<file path="src/rtl/keypad_scanner.sv">
`default_nettype none
// +--------------------------------------------------------------------------+
// | keypad_scanner: 4x4 matrix keypad scanner with frame-based debounce      |
// | Rev 1.0                                                                  |
// +--------------------------------------------------------------------------+
module keypad_scanner #(
   parameter int SCAN_DIV       = 100000,
   parameter int DEBOUNCE_SCANS = 4
) (
   input  logic       clk,
   input  logic       reset,
   input  logic [3:0] row_in,
   output logic [3:0] col_out,
   output logic [3:0] key_code,
   output logic       key_valid,
   output logic       key_held
);
   localparam int DIV_W = (SCAN_DIV > 1) ? $clog2(SCAN_DIV) : 1;
   localparam int CNT_W = $clog2(DEBOUNCE_SCANS + 1);
   localparam logic [DIV_W-1:0] DIV_LAST = DIV_W'(SCAN_DIV - 1);
   localparam logic [CNT_W-1:0] CNT_DONE = CNT_W'(DEBOUNCE_SCANS);

   typedef enum logic [1:0] {
      IDLE     = 2'd0,
      DEBOUNCE = 2'd1,
      PRESSED  = 2'd2,
      RELEASE  = 2'd3
   } state_t;

   logic [3:0]       row_meta;
   logic [3:0]       row_sync;
   logic [DIV_W-1:0] div_cnt;
   logic [1:0]       col_idx;
   logic [15:0]      frame_bits;
   logic             frame_done;
   logic             sample_now;

   assign sample_now = (div_cnt == DIV_LAST);
   assign col_out    = ~(4'b0001 << col_idx);

   // Sampling at the end of the slot leaves the synchronizer time to settle after the column switch.
   always_ff @(posedge clk or posedge reset) begin
      if (reset) begin
         row_meta   <= 4'hF;
         row_sync   <= 4'hF;
         div_cnt    <= '0;
         col_idx    <= '0;
         frame_bits <= '0;
         frame_done <= 1'b0;
      end else begin
         row_meta   <= row_in;
         row_sync   <= row_meta;
         frame_done <= sample_now && (col_idx == 2'd3);
         if (sample_now) begin
            div_cnt <= '0;
            col_idx <= col_idx + 2'd1;
            for (int r = 0; r < 4; r++) begin
               frame_bits[{2'(r), col_idx}] <= ~row_sync[r];
            end
         end else begin
            div_cnt <= div_cnt + DIV_W'(1);
         end
      end
   end

   logic [4:0] pop_cnt;
   logic [3:0] single_idx;
   logic       is_none;
   logic       is_single;

   always_comb begin
      pop_cnt    = '0;
      single_idx = '0;
      for (int i = 0; i < 16; i++) begin
         if (frame_bits[i]) begin
            pop_cnt    = pop_cnt + 5'd1;
            single_idx = 4'(i);
         end
      end
   end

   assign is_none   = (pop_cnt == 5'd0);
   assign is_single = (pop_cnt == 5'd1);

   state_t           state;
   state_t           state_nx;
   logic [CNT_W-1:0] cnt;
   logic [CNT_W-1:0] cnt_nx;
   logic [CNT_W-1:0] cnt_inc;
   logic [3:0]       cand;
   logic [3:0]       cand_nx;
   logic [3:0]       code_nx;
   logic             valid_nx;

   assign cnt_inc  = (cnt == CNT_DONE) ? cnt : cnt + CNT_W'(1);
   assign key_held = (state == PRESSED) || (state == RELEASE);

   always_ff @(posedge clk or posedge reset) begin
      if (reset) begin
         state     <= IDLE;
         cnt       <= '0;
         cand      <= '0;
         key_code  <= '0;
         key_valid <= 1'b0;
      end else begin
         state     <= state_nx;
         cnt       <= cnt_nx;
         cand      <= cand_nx;
         key_code  <= code_nx;
         key_valid <= valid_nx;
      end
   end

   always_comb begin
      state_nx = state;
      cnt_nx   = cnt;
      cand_nx  = cand;
      code_nx  = key_code;
      valid_nx = 1'b0;
      if (frame_done) begin
         case (state)
            IDLE: begin
               if (is_single) begin
                  cand_nx  = single_idx;
                  cnt_nx   = CNT_W'(1);
                  state_nx = DEBOUNCE;
               end
            end
            DEBOUNCE: begin
               if (is_single && (single_idx == cand)) begin
                  cnt_nx = cnt_inc;
                  if (cnt_inc == CNT_DONE) begin
                     state_nx = PRESSED;
                     code_nx  = cand;
                     valid_nx = 1'b1;
                  end
               end else begin
                  // A different single key aborts the attempt; it is picked up fresh from IDLE.
                  state_nx = IDLE;
                  cnt_nx   = '0;
               end
            end
            PRESSED: begin
               if (is_none) begin
                  state_nx = RELEASE;
                  cnt_nx   = CNT_W'(1);
               end
            end
            RELEASE: begin
               if (is_none) begin
                  if (cnt_inc == CNT_DONE) begin
                     state_nx = IDLE;
                     cnt_nx   = '0;
                  end else begin
                     cnt_nx = cnt_inc;
                  end
               end else begin
                  state_nx = PRESSED;
                  cnt_nx   = '0;
               end
            end
            default: begin
               state_nx = IDLE;
               cnt_nx   = '0;
            end
         endcase
      end
   end

endmodule
`default_nettype wire

</file>
<file path="config.mk">
export PLATFORM = sky130hd
export DESIGN_NAME = keypad_scanner
export DESIGN_NICKNAME = d
export VERILOG_FILES = /design/src/rtl/keypad_scanner.sv
export SDC_FILE = /design/constraint.sdc
export NUM_CORES = 1
export LEC_CHECK = 0
export BUFFER_PORTS_ARGS = -buffer_cell sky130_fd_sc_hd__buf_2
export CAP_MARGIN = 20
export CELL_PAD_IN_SITES_DETAIL_PLACEMENT = 0
export CELL_PAD_IN_SITES_GLOBAL_PLACEMENT = 1
export CORE_MARGIN = 2
export CORE_UTILIZATION = 44
export DETAILED_ROUTE_END_ITERATION = 12
export GPL_TIMING_DRIVEN = 1
export PLACE_DENSITY_LB_ADDON = 0.1
export RECOVER_POWER = 25
export SLEW_MARGIN = 20
export SYNTH_ARGS = -nofsm -noshare
export SYNTH_HDL_FRONTEND = slang
export SYNTH_SLANG_ARGS = --single-unit
</file>
<file path="constraint.sdc">
create_clock -name clk -period 8.88 [get_ports clk]
set_clock_uncertainty 0.2 [all_clocks]
set_input_delay 0.444 -clock clk [delete_from_list [all_inputs] [get_ports clk]]
set_output_delay 0.444 -clock clk [all_outputs]
set_load 0.01 [all_outputs]
</file>
==> out/metrics.csv <==
metric,value,unit
status,finished with violations,
violations,"capacitance limit, slew limit, setup timing",
antenna_left,0,
cp_top_family,adder cells,
numCtsBuffers,9,
n_antenna_cell,0,
comb_power_share,0.013,
path_depth,45,
p_per_area,105,nW/um^2
die_h,103,um
maxCapViolCount,1,
drt-pass1-iter-count,4,
yosysTopAreaCell,dfrtp_1,
rrSetupSlack,-0.15,ns
drt_first_iter_violations,134,
routed_wl,9.30,mm
syn_area_per_cell,9.04,sq um
synth_cell_types,67,
crit_start,frame_bits[1],
grt.total_usage,0.190,
yosysSeqAreaShare,0.339,
port-buffer-count,15,
core_area,9640,sq um
vias,3533,
seqPwrFrac,0.464,
start_util,0.447,
drcViolationCount,0,
crit_fanout,4,
cpMostUsedCell,ha_1,
vias_per_cell,5.14,
r2r_start,frame_bits[1],
switching_share,0.208,
synth_nets,504,
hold_path_class,reg2reg,
slowest_stage,or4_1,
clkSlewWorstSetupHoldPaths,0.08,ns
final_cell_area,5520,sq um
setup_ws,-0.147,ns
r2r-end,key_code[0],
end_kind,register,
dp.cells,633,
clkSinkCount,58,
ys.flop_type,dfrtp_1,
yosysTopAreaCellShare,0.291,
synth_common_cells,"55 x nand2_1, 50 x dfrtp_1, 35 x nor2_1",
final_cells,688,
p_int,0.000459,W
grt-ovfl-total,0,
synthTopCellsByArea,"dfrtp_1 29%, ha_1 6.4%, xnor2_1 5.9%",
die_w,103,um
crit_path_end,key_code[0],
synth_edf_count,0,
fill_cells,902,
ys_warn_count,0,
drive_gt1_frac,0.294,
cpPeakStageDelay,0.50,ns
maxSlewHeadroom,-1.01,
cp_num_buf_inv,6,
whs,0.151,ns
maxSlewViolCount,59,
clk_path_buf_depth,2,
synthCells,476,
antenna_found_initial,0,
routabilityCongestion,0.831,
wl_per_cell,13.5,um
rsz0062_at_grt,true,
crit_path_start_kind,register,
insertion_delay,0.34,ns
syn2layout_area_growth,28.3,%
cts_tree,built,
timing.fmax,111,MHz
crit_arrival,9.04,ns
htree_levels,3,
grt_max_degree,59,
power.leakage,2.55,nW
netlist_area,4310,sq um
final_nets,578,
first_global_vias,3352,
post-route-period-util,1.02,
core.rowCount,36,
path_class,reg2reg,
place_hpwl,6.62,mm
setup_viol,11,
clkPwrFrac,0.524,
ios,16,
synthMostInstantiatedCell,nand2_1,
fin_crit,9.03,ns
required,8.90,ns
place_area,4790,sq um
irDropWorstVdd,0.106,mV
p_switching,0.000121,W
final_hold_viol_count,0,
tightestPinTransition,3.01,ns
root_buffer,clkbuf_8,
grt_pass1_wl,15.9,mm
design.die.area,10600,sq um
r2r_cells,45,
synth-seq-cells,58,
synthArstFlopShare,1.00,
[sequential cells by signal (all words and copies together), names as in the netlist, 3 cells and up]
| name | count |
|---|---|
| div_cnt | 17 |
| frame_bits | 16 |
| row_sync | 4 |
| cnt | 3 |
| key_code | 4 |
| cand | 4 |
| row_meta | 4 |
[kinds of logic (layout without fill, tap and decap cells)]
logic type      after synthesis  in the layout  share of synthesized area
mux                          16             16                     0.0392
compound gates              105            105                      0.161
simple gates                163            163                      0.192
buf+inv                      50            129                     0.0456
fa+ha+maj                    22             22                     0.0639
flops                        58             58                      0.339
xor+xnor                     62             62                      0.159
[power groups by stage]
stage,sequential [W],clock [W],combinational (W)
detailed placement,0.000273,0,0.00000678
global route,0.000269,0.000324,0.00000886
global placement,0.000273,0,0.00000668
finish,0.000269,0.000303,0.00000740
floorplan,0.000273,0,0.00000383
CTS,0.000268,0.000312,0.00000810
[layout make-up]
class | count | area (sq um) | share of cell area
repair buffers | 80 | 576 | 0.104
inverters | 33 | 129 | 0.0233
clock buffers | 9 | 124 | 0.0224
clock inverters | 7 | 125 | 0.0227
multi-input cells | 368 | 2940 | 0.533
well taps | 133 | 166 | 0.0301
flip-flops and latches | 58 | 1460 | 0.265
[stage by stage]
step / setup slack, ns / TNS (ns) / utilization / total power [W]
5_1_grt: -0.626 / -7.21 / 0.573 / 0.000602
4_1_cts: -0.0117 / -0.0296 / 0.559 / 0.000588
3_3_place_gp: -0.0775 / -0.315 / 0.497 / 0.000280
3_5_place_dp: -0.236 / -2.04 / 0.497 / 0.000280
2_1_floorplan: -0.0861 / -0.314 / - / 0.000277
6_report: -0.147 / -1.01 / 0.573 / 0.000579
[how the worst min path moves through the flow]
stage | cells past startpoint | end | start | slack [ns]
after floorplan | 0 | row_sync[0] | row_meta[0] | 0.15
after global placement | 0 | row_sync[3] | row_meta[3] | 0.15
after detailed placement | 0 | row_sync[2] | row_meta[2] | 0.15
after CTS | 3 | div_cnt[13] | reset | 0.11
after global routing | 0 | row_sync[1] | row_meta[1] | 0.16
final | 0 | row_sync[3] | row_meta[3] | 0.15
[metal layers]
metal,global-route usage,share of wire
met1,0.272,0.49
met2,0.295,0.47
met3,0.0353,0.022
met4,0.0577,0.017
met5,0,0
[layout by cell type (no fill, tap or decap), types with 4 or more instances in the layout]
cell type	count
xnor3_1	5
nor2_1	34
nor3_1	4
nand2_1	52
nand4_1	4
and3_1	7
a21oi_1	17
buf_2	14
xnor2_1	29
o211ai_1	6
inv_2	4
dfstp_2	8
o21ai_0	29
mux2i_1	8
inv_1	27
nand3b_1	5
nand2b_1	5
dfrtp_1	50
ha_4	6
buf_4	58
and2_1	4
xor2_1	20
nor2b_1	5
nand3_1	13
a31oi_1	6
mux2_4	7
ha_1	15
dlygate4sd3_1	4
xor2_2	4
clkbuf_8	9
[repair_timing]
action	in CTS	in global routing
pin swaps	12	16
hold buffers	4	0
setup endpoints to repair	14	14
hold endpoints to repair	4	0
setup buffers	29	6
resized for setup	19	20
Note: power is estimated with default switching activity, not from simulation.
